==> config.mk <==
export PLATFORM = sky130hd
export DESIGN_NAME = id_ex_pipe_reg
export DESIGN_NICKNAME = d
export VERILOG_FILES = /design/src/rtl/id_ex_pipe_reg.sv
export SDC_FILE = /design/constraint.sdc
export NUM_CORES = 1
export LEC_CHECK = 0
export BUFFER_PORTS_ARGS = -buffer_cell sky130_fd_sc_hd__buf_2
export CORE_AREA = 2 2 157 159
export DETAILED_ROUTE_END_ITERATION = 10
export DIE_AREA = 0 0 159 161
export PLACE_DENSITY_LB_ADDON = 0.08
export SLEW_MARGIN = 5
export SYNTH_ARGS = -nofsm -noshare
export SYNTH_HDL_FRONTEND = slang
export SYNTH_SLANG_ARGS = --single-unit
==> constraint.sdc <==
create_clock -name clk -period 6.3 [get_ports clk]
set_input_delay 0.315 -clock clk [delete_from_list [all_inputs] [get_ports clk]]
set_output_delay 0.315 -clock clk [all_outputs]
set_load 0.02 [all_outputs]
==> src/rtl/id_ex_pipe_reg.sv <==
// rtl/id_ex_pipe_reg.sv - ID/EX pipeline register with stall/flush control and event counters
// Flush beats stall beats load; an invalid slot never carries a register write into execute.
module id_ex_pipe_reg #(
  parameter int              XLEN     = 32,
  parameter int              ALUOP_W  = 5,
  parameter int              CNT_W    = 16,
  parameter logic [XLEN-1:0] NOP_INST = 32'h0000_0013
) (
  input  logic               clk,
  input  logic               rst,
  input  logic               stall,
  input  logic               flush,
  input  logic               cnt_clr,
  input  logic               valid_d,
  input  logic               reg_wr,
  input  logic               sel_a,
  input  logic               sel_b,
  input  logic [1:0]         wb_sel,
  input  logic [2:0]         funct3,
  input  logic [ALUOP_W-1:0] alu_op,
  input  logic [6:0]         opcode,
  input  logic [XLEN-1:0]    addr_d,
  input  logic [XLEN-1:0]    rdata1,
  input  logic [XLEN-1:0]    rdata2,
  input  logic [XLEN-1:0]    imm_d,
  input  logic [XLEN-1:0]    inst_d,
  output logic               valid_e,
  output logic               reg_wr_e,
  output logic               sel_a_e,
  output logic               sel_b_e,
  output logic [1:0]         wb_sel_e,
  output logic [2:0]         funct3_e,
  output logic [ALUOP_W-1:0] alu_op_e,
  output logic [6:0]         opcode_e,
  output logic [XLEN-1:0]    addr_e,
  output logic [XLEN-1:0]    rdata1_e,
  output logic [XLEN-1:0]    rdata2_e,
  output logic [XLEN-1:0]    imm_e,
  output logic [XLEN-1:0]    inst_e,
  output logic [CNT_W-1:0]   stall_cnt,
  output logic [CNT_W-1:0]   flush_cnt
);

  typedef struct packed {
    logic               valid;
    logic               reg_wr;
    logic               sel_a;
    logic               sel_b;
    logic [1:0]         wb_sel;
    logic [2:0]         funct3;
    logic [ALUOP_W-1:0] alu_op;
    logic [6:0]         opcode;
    logic [XLEN-1:0]    addr;
    logic [XLEN-1:0]    rdata1;
    logic [XLEN-1:0]    rdata2;
    logic [XLEN-1:0]    imm;
    logic [XLEN-1:0]    inst;
  } stage_t;

  localparam logic [CNT_W-1:0] CNT_MAX = {CNT_W{1'b1}};

  function automatic stage_t bubble();
    stage_t b;
    b        = '0;
    b.opcode = 7'h13;
    b.inst   = NOP_INST;
    return b;
  endfunction

  stage_t           stage_q, stage_d;
  logic [CNT_W-1:0] stall_cnt_q, stall_cnt_d;
  logic [CNT_W-1:0] flush_cnt_q, flush_cnt_d;

  always_comb begin
    stage_d = stage_q;
    if (flush) begin
      stage_d = bubble();
    end else if (!stall) begin
      stage_d.valid  = valid_d;
      stage_d.reg_wr = reg_wr & valid_d;
      stage_d.sel_a  = sel_a;
      stage_d.sel_b  = sel_b;
      stage_d.wb_sel = wb_sel;
      stage_d.funct3 = funct3;
      stage_d.alu_op = alu_op;
      stage_d.opcode = opcode;
      stage_d.addr   = addr_d;
      stage_d.rdata1 = rdata1;
      stage_d.rdata2 = rdata2;
      stage_d.imm    = imm_d;
      stage_d.inst   = inst_d;
    end
  end

  // Only a valid instruction held or discarded is an event worth counting.
  always_comb begin
    stall_cnt_d = stall_cnt_q;
    flush_cnt_d = flush_cnt_q;
    if (cnt_clr) begin
      stall_cnt_d = '0;
      flush_cnt_d = '0;
    end else begin
      if (flush && stage_q.valid && (flush_cnt_q != CNT_MAX)) begin
        flush_cnt_d = flush_cnt_q + CNT_W'(1);
      end
      if (stall && !flush && stage_q.valid && (stall_cnt_q != CNT_MAX)) begin
        stall_cnt_d = stall_cnt_q + CNT_W'(1);
      end
    end
  end

  always_ff @(posedge clk or posedge rst) begin
    if (rst) begin
      stage_q     <= bubble();
      stall_cnt_q <= '0;
      flush_cnt_q <= '0;
    end else begin
      stage_q     <= stage_d;
      stall_cnt_q <= stall_cnt_d;
      flush_cnt_q <= flush_cnt_d;
    end
  end

  assign valid_e   = stage_q.valid;
  assign reg_wr_e  = stage_q.reg_wr;
  assign sel_a_e   = stage_q.sel_a;
  assign sel_b_e   = stage_q.sel_b;
  assign wb_sel_e  = stage_q.wb_sel;
  assign funct3_e  = stage_q.funct3;
  assign alu_op_e  = stage_q.alu_op;
  assign opcode_e  = stage_q.opcode;
  assign addr_e    = stage_q.addr;
  assign rdata1_e  = stage_q.rdata1;
  assign rdata2_e  = stage_q.rdata2;
  assign imm_e     = stage_q.imm;
  assign inst_e    = stage_q.inst;
  assign stall_cnt = stall_cnt_q;
  assign flush_cnt = flush_cnt_q;

endmodule

==> impl_metrics.tcl <==
set metrics [dict create \
    status "completed" \
    drc_errors 0 \
    clock_tree_from_tritoncts "done" \
    rrSetupSlack_ns 4.11 \
    final.period_utilization_pct 34.8 \
    postSynthCellCount 782 \
    synth.lib_cells_used.distinct 38 \
    cts_resized 0 \
    critical_path_fanout_max 10 \
    cts_hold_repair.buffers 1 \
    synth_adder_area_share_pct 0.278 \
    min_period_ns 2.19 \
    postSynthAreaPerCell_um2 11.5 \
    syn_to_final_growth_pct 34.7 \
    fin_worst_hold_slack_ns 0.0395 \
    critical_path.max_stage_delay_ns 0.66 \
    timing.rr.end "flush_cnt[9]" \
    max_freq_mhz 456 \
    synth_area_um2 9010 \
    final_layout_size_suffix_gt1_share_pct 39.1 \
    cellLeakagePower_nw 6.67 \
    irDropWorstVdd_mv 0.176 \
    chipWidth_um 159 \
    floorplan.initialDensity_pct 37.6 \
    clock_tree.buffer_depth 3 \
    crit_required_ns 6.69 \
    timing.hold.worst_path_depth 3 \
    ff2ff_path_depth 5 \
    number_of_buffers_added_by_the_clock_tree_synthesis_step 24 \
    mostFrequentLayoutCell "sky130_fd_sc_hd__buf_2" \
    die_area_um2 25600 \
    num-fill-cells 2283 \
    layout_common_cells "396 x sky130_fd_sc_hd__buf_2, 207 x sky130_fd_sc_hd__dfrtp_1, 186 x sky130_fd_sc_hd__nor2_1, 176 x sky130_fd_sc_hd__mux2i_1, 25 x sky130_fd_sc_hd__clkbuf_16" \
    fin_setup_tns_ns 0 \
    grt_setup_unrepaired "false" \
    wire_length_of_the_first_global_routing_pass_um 40000 \
    max-cap-violations 0 \
    synthMuxAreaShare_pct 20.2 \
    timing.critical_path.slowest_stage_cell "sky130_fd_sc_hd__o31ai_2" \
    pwr_density_cell_nw_per_um2 274 \
    finalHoldViolations 0 \
    clk_transition_reported_paths_ns 0.06 \
    slew_headroom_pct 29.8 \
    clock-sinks 213 \
    yosys_warn_count 0 \
    globalRouteOverflowTotal 0 \
    grtUsageTotal_pct 19.2 \
    dp_slack_ns 3.59 \
    synth-seq-cells 213 \
    drt-wirelength-per-cell_um 16.7 \
    critical_path.reg2reg.startpoint "flush_cnt[1]" \
    crit_type "register to register" \
    routabilityCongestion 0.791 \
    dp_cells 1462 \
    placement.io_buffers 398 \
    grt_max_degree 102 \
    detailroute.via_count 7255 \
    htreeDepth 1 \
    synth_top_family_by_area "multiplexers" \
    place.detailed.hpwl_um 17200 \
    mappedNetlistNets 970 \
    worstMarginPinSlew_ns 1.05 \
    simple_gate_fraction_of_synth_area_pct 14.0 \
    hold_ep "rdata2_e[2]" \
    finalClockSkew_ns 0.00859 \
    routed_via_density 4.80 \
    post_synthesis_compound_gate_area_fraction_pct 3.93 \
    final_slew_viol_count 0 \
    drt_iter0_drc 434 \
    layout_setup_ws_ns 4.11 \
    num-nets-final 1353 \
    postCtsSetupRepairBufs 0 \
    multi_input_comb_area_um2 3470 \
    seq_area_frac_synth_pct 59.3 \
    clk_latency_ns 0.51 \
    die_y_um 161 \
    num_io_pins 399 \
    finalWirelength_um 25300 \
    design.core.area_um2 24000 \
    number_of_global_route_vias_before_repair 7256 \
    synth_xor_area_share_pct 0.0972 \
    drt_pass1_iterations 6 \
    area_occupied_by_registers_um2 5340 \
    worst_setup_ep_type "register" \
    timing.critical_path.cells "ha_1, nand4_1, o31ai_2, nor4_1, mux2_2" \
    setup.worst_path.start_class "register" \
    root_buffer "sky130_fd_sc_hd__clkbuf_16" \
    cp.arrival_ns 2.59 \
    grt_antenna_before_repair 7 \
    post_layout_nonfiller_instances 1513 \
    worst_hold_path_type "input port to register" \
    row_count 57 \
    ant_nets 0 \
    hold_start "rdata2[2]" \
    setup_viol_count_final 0 \
]
-- through the flow --
| step | utilization [%] | power, mW | area, µm² |
|---|---|---|---|
| after floorplan | - | 1.74 | 9010 |
| after global placement | 47.1 | 1.92 | 11300 |
| after detailed placement | 47.1 | 1.92 | 11300 |
| after CTS | 50.6 | 3.37 | 12100 |
| after global routing | 50.6 | 3.47 | 12100 |
| final | 50.6 | 3.32 | 12100 |
-- power breakdown --
| part | internal, mW | switching [mW] |
|---|---|---|
| combinational | 0.160 | 0.255 |
| clock | 0.867 | 0.565 |
| sequential | 1.44 | 0.0349 |
| total | 2.46 | 0.855 |
-- area by class of cell --
cell class	count	share of cell area, %
flip-flops and latches	213	44.0
multi-input cells	517	28.6
repair buffers	406	17.1
clock buffers	34	5.85
well taps	324	3.34
clock inverters	10	0.877
inverters	3	0.155
diodes	6	0.124
-- worst max-delay path, delay by kind of cell (launching register included) --
family	cells	cell delay, ns
fa+ha+maj	1	0.30
flops	1	0.49
compound gates	1	0.66
simple gates	2	0.33
mux	1	0.30
-- worst max-delay path by stage --
| stage | from | end | cells after the start |
|---|---|---|---|
| floorplan | rst | addr_e[0] | 1 |
| global placement | stall | stall_cnt[11] | 5 |
| detailed placement | stall | stall_cnt[11] | 5 |
| CTS | valid_e | stall_cnt[11] | 4 |
| global route | flush_cnt[0] | flush_cnt[9] | 5 |
| finish | flush_cnt[1] | flush_cnt[9] | 5 |
-- state kept, by name (all words and copies together) (netlist names) --
signal	flops
addr_e	32
alu_op_e	5
flush_cnt	16
funct3_e	3
imm_e	32
inst_e	32
opcode_e	7
rdata1_e	32
rdata2_e	32
reg_wr_e	1
sel_a_e	1
sel_b_e	1
stall_cnt	16
valid_e	1
wb_sel_e	2
-- routing by layer --
| layer | GRT usage, % | up-vias | wire, µm |
|---|---|---|---|
| met5 | 0 | - | 13 |
| met4 | 5.62 | 2 | 589 |
| met3 | 6.14 | 41 | 2120 |
| met2 | 32.2 | 276 | 12200 |
| met1 | 23.9 | 3444 | 10400 |
| li1 | - | 3492 | - |
-- synthesized netlist by cell type --
cell,number,share of area (%)
sky130_fd_sc_hd__buf_1,10,0.42
sky130_fd_sc_hd__nand3b_2,1,0.13
sky130_fd_sc_hd__nor4b_1,1,0.097
sky130_fd_sc_hd__nor3_1,3,0.17
sky130_fd_sc_hd__xor2_1,1,0.097
sky130_fd_sc_hd__mux2_2,5,0.63
sky130_fd_sc_hd__mux2i_1,176,20
sky130_fd_sc_hd__and3_1,1,0.070
sky130_fd_sc_hd__a31oi_1,1,0.070
sky130_fd_sc_hd__o31ai_1,14,1.2
sky130_fd_sc_hd__nor2_1,186,7.8
sky130_fd_sc_hd__nand2_1,12,0.50
sky130_fd_sc_hd__clkbuf_1,35,1.5
sky130_fd_sc_hd__nor2b_1,11,0.76
sky130_fd_sc_hd__or3_2,1,0.083
sky130_fd_sc_hd__o21ai_0,8,0.44
sky130_fd_sc_hd__buf_4,1,0.083
sky130_fd_sc_hd__dfstp_2,6,1.8
sky130_fd_sc_hd__buf_2,3,0.17
sky130_fd_sc_hd__and4_1,2,0.19
sky130_fd_sc_hd__dfrtp_1,207,58
sky130_fd_sc_hd__o31ai_2,1,0.14
sky130_fd_sc_hd__o41ai_1,1,0.097
sky130_fd_sc_hd__nor4_1,6,0.42
sky130_fd_sc_hd__nand3_2,1,0.11
sky130_fd_sc_hd__nand3_1,11,0.61
sky130_fd_sc_hd__nand2b_1,4,0.28
sky130_fd_sc_hd__or4_1,16,1.3
sky130_fd_sc_hd__a21oi_1,24,1.3
sky130_fd_sc_hd__inv_1,3,0.13
sky130_fd_sc_hd__nand4_1,9,0.63
sky130_fd_sc_hd__or3_1,9,0.63
sky130_fd_sc_hd__o2111ai_1,1,0.097
sky130_fd_sc_hd__and2_1,1,0.070
sky130_fd_sc_hd__a211o_1,6,0.58
sky130_fd_sc_hd__ha_1,2,0.28
sky130_fd_sc_hd__or4_2,1,0.097
sky130_fd_sc_hd__or2_2,1,0.070
-- cells by family (layout without fill, tap and decap cells) --
kind of cell / count (synthesis) / in the layout
multiplexers: 181 / 181
AO/OA/AOI/OAI: 56 / 56
flip-flops: 213 / 213
XOR/XNOR: 1 / 1
buffers and inverters: 52 / 453
adder cells (fa/ha/maj): 2 / 2
other: 0 / 6
AND/OR/NAND/NOR: 277 / 277
No activity file was read; power rests on OpenSTA's default activity.
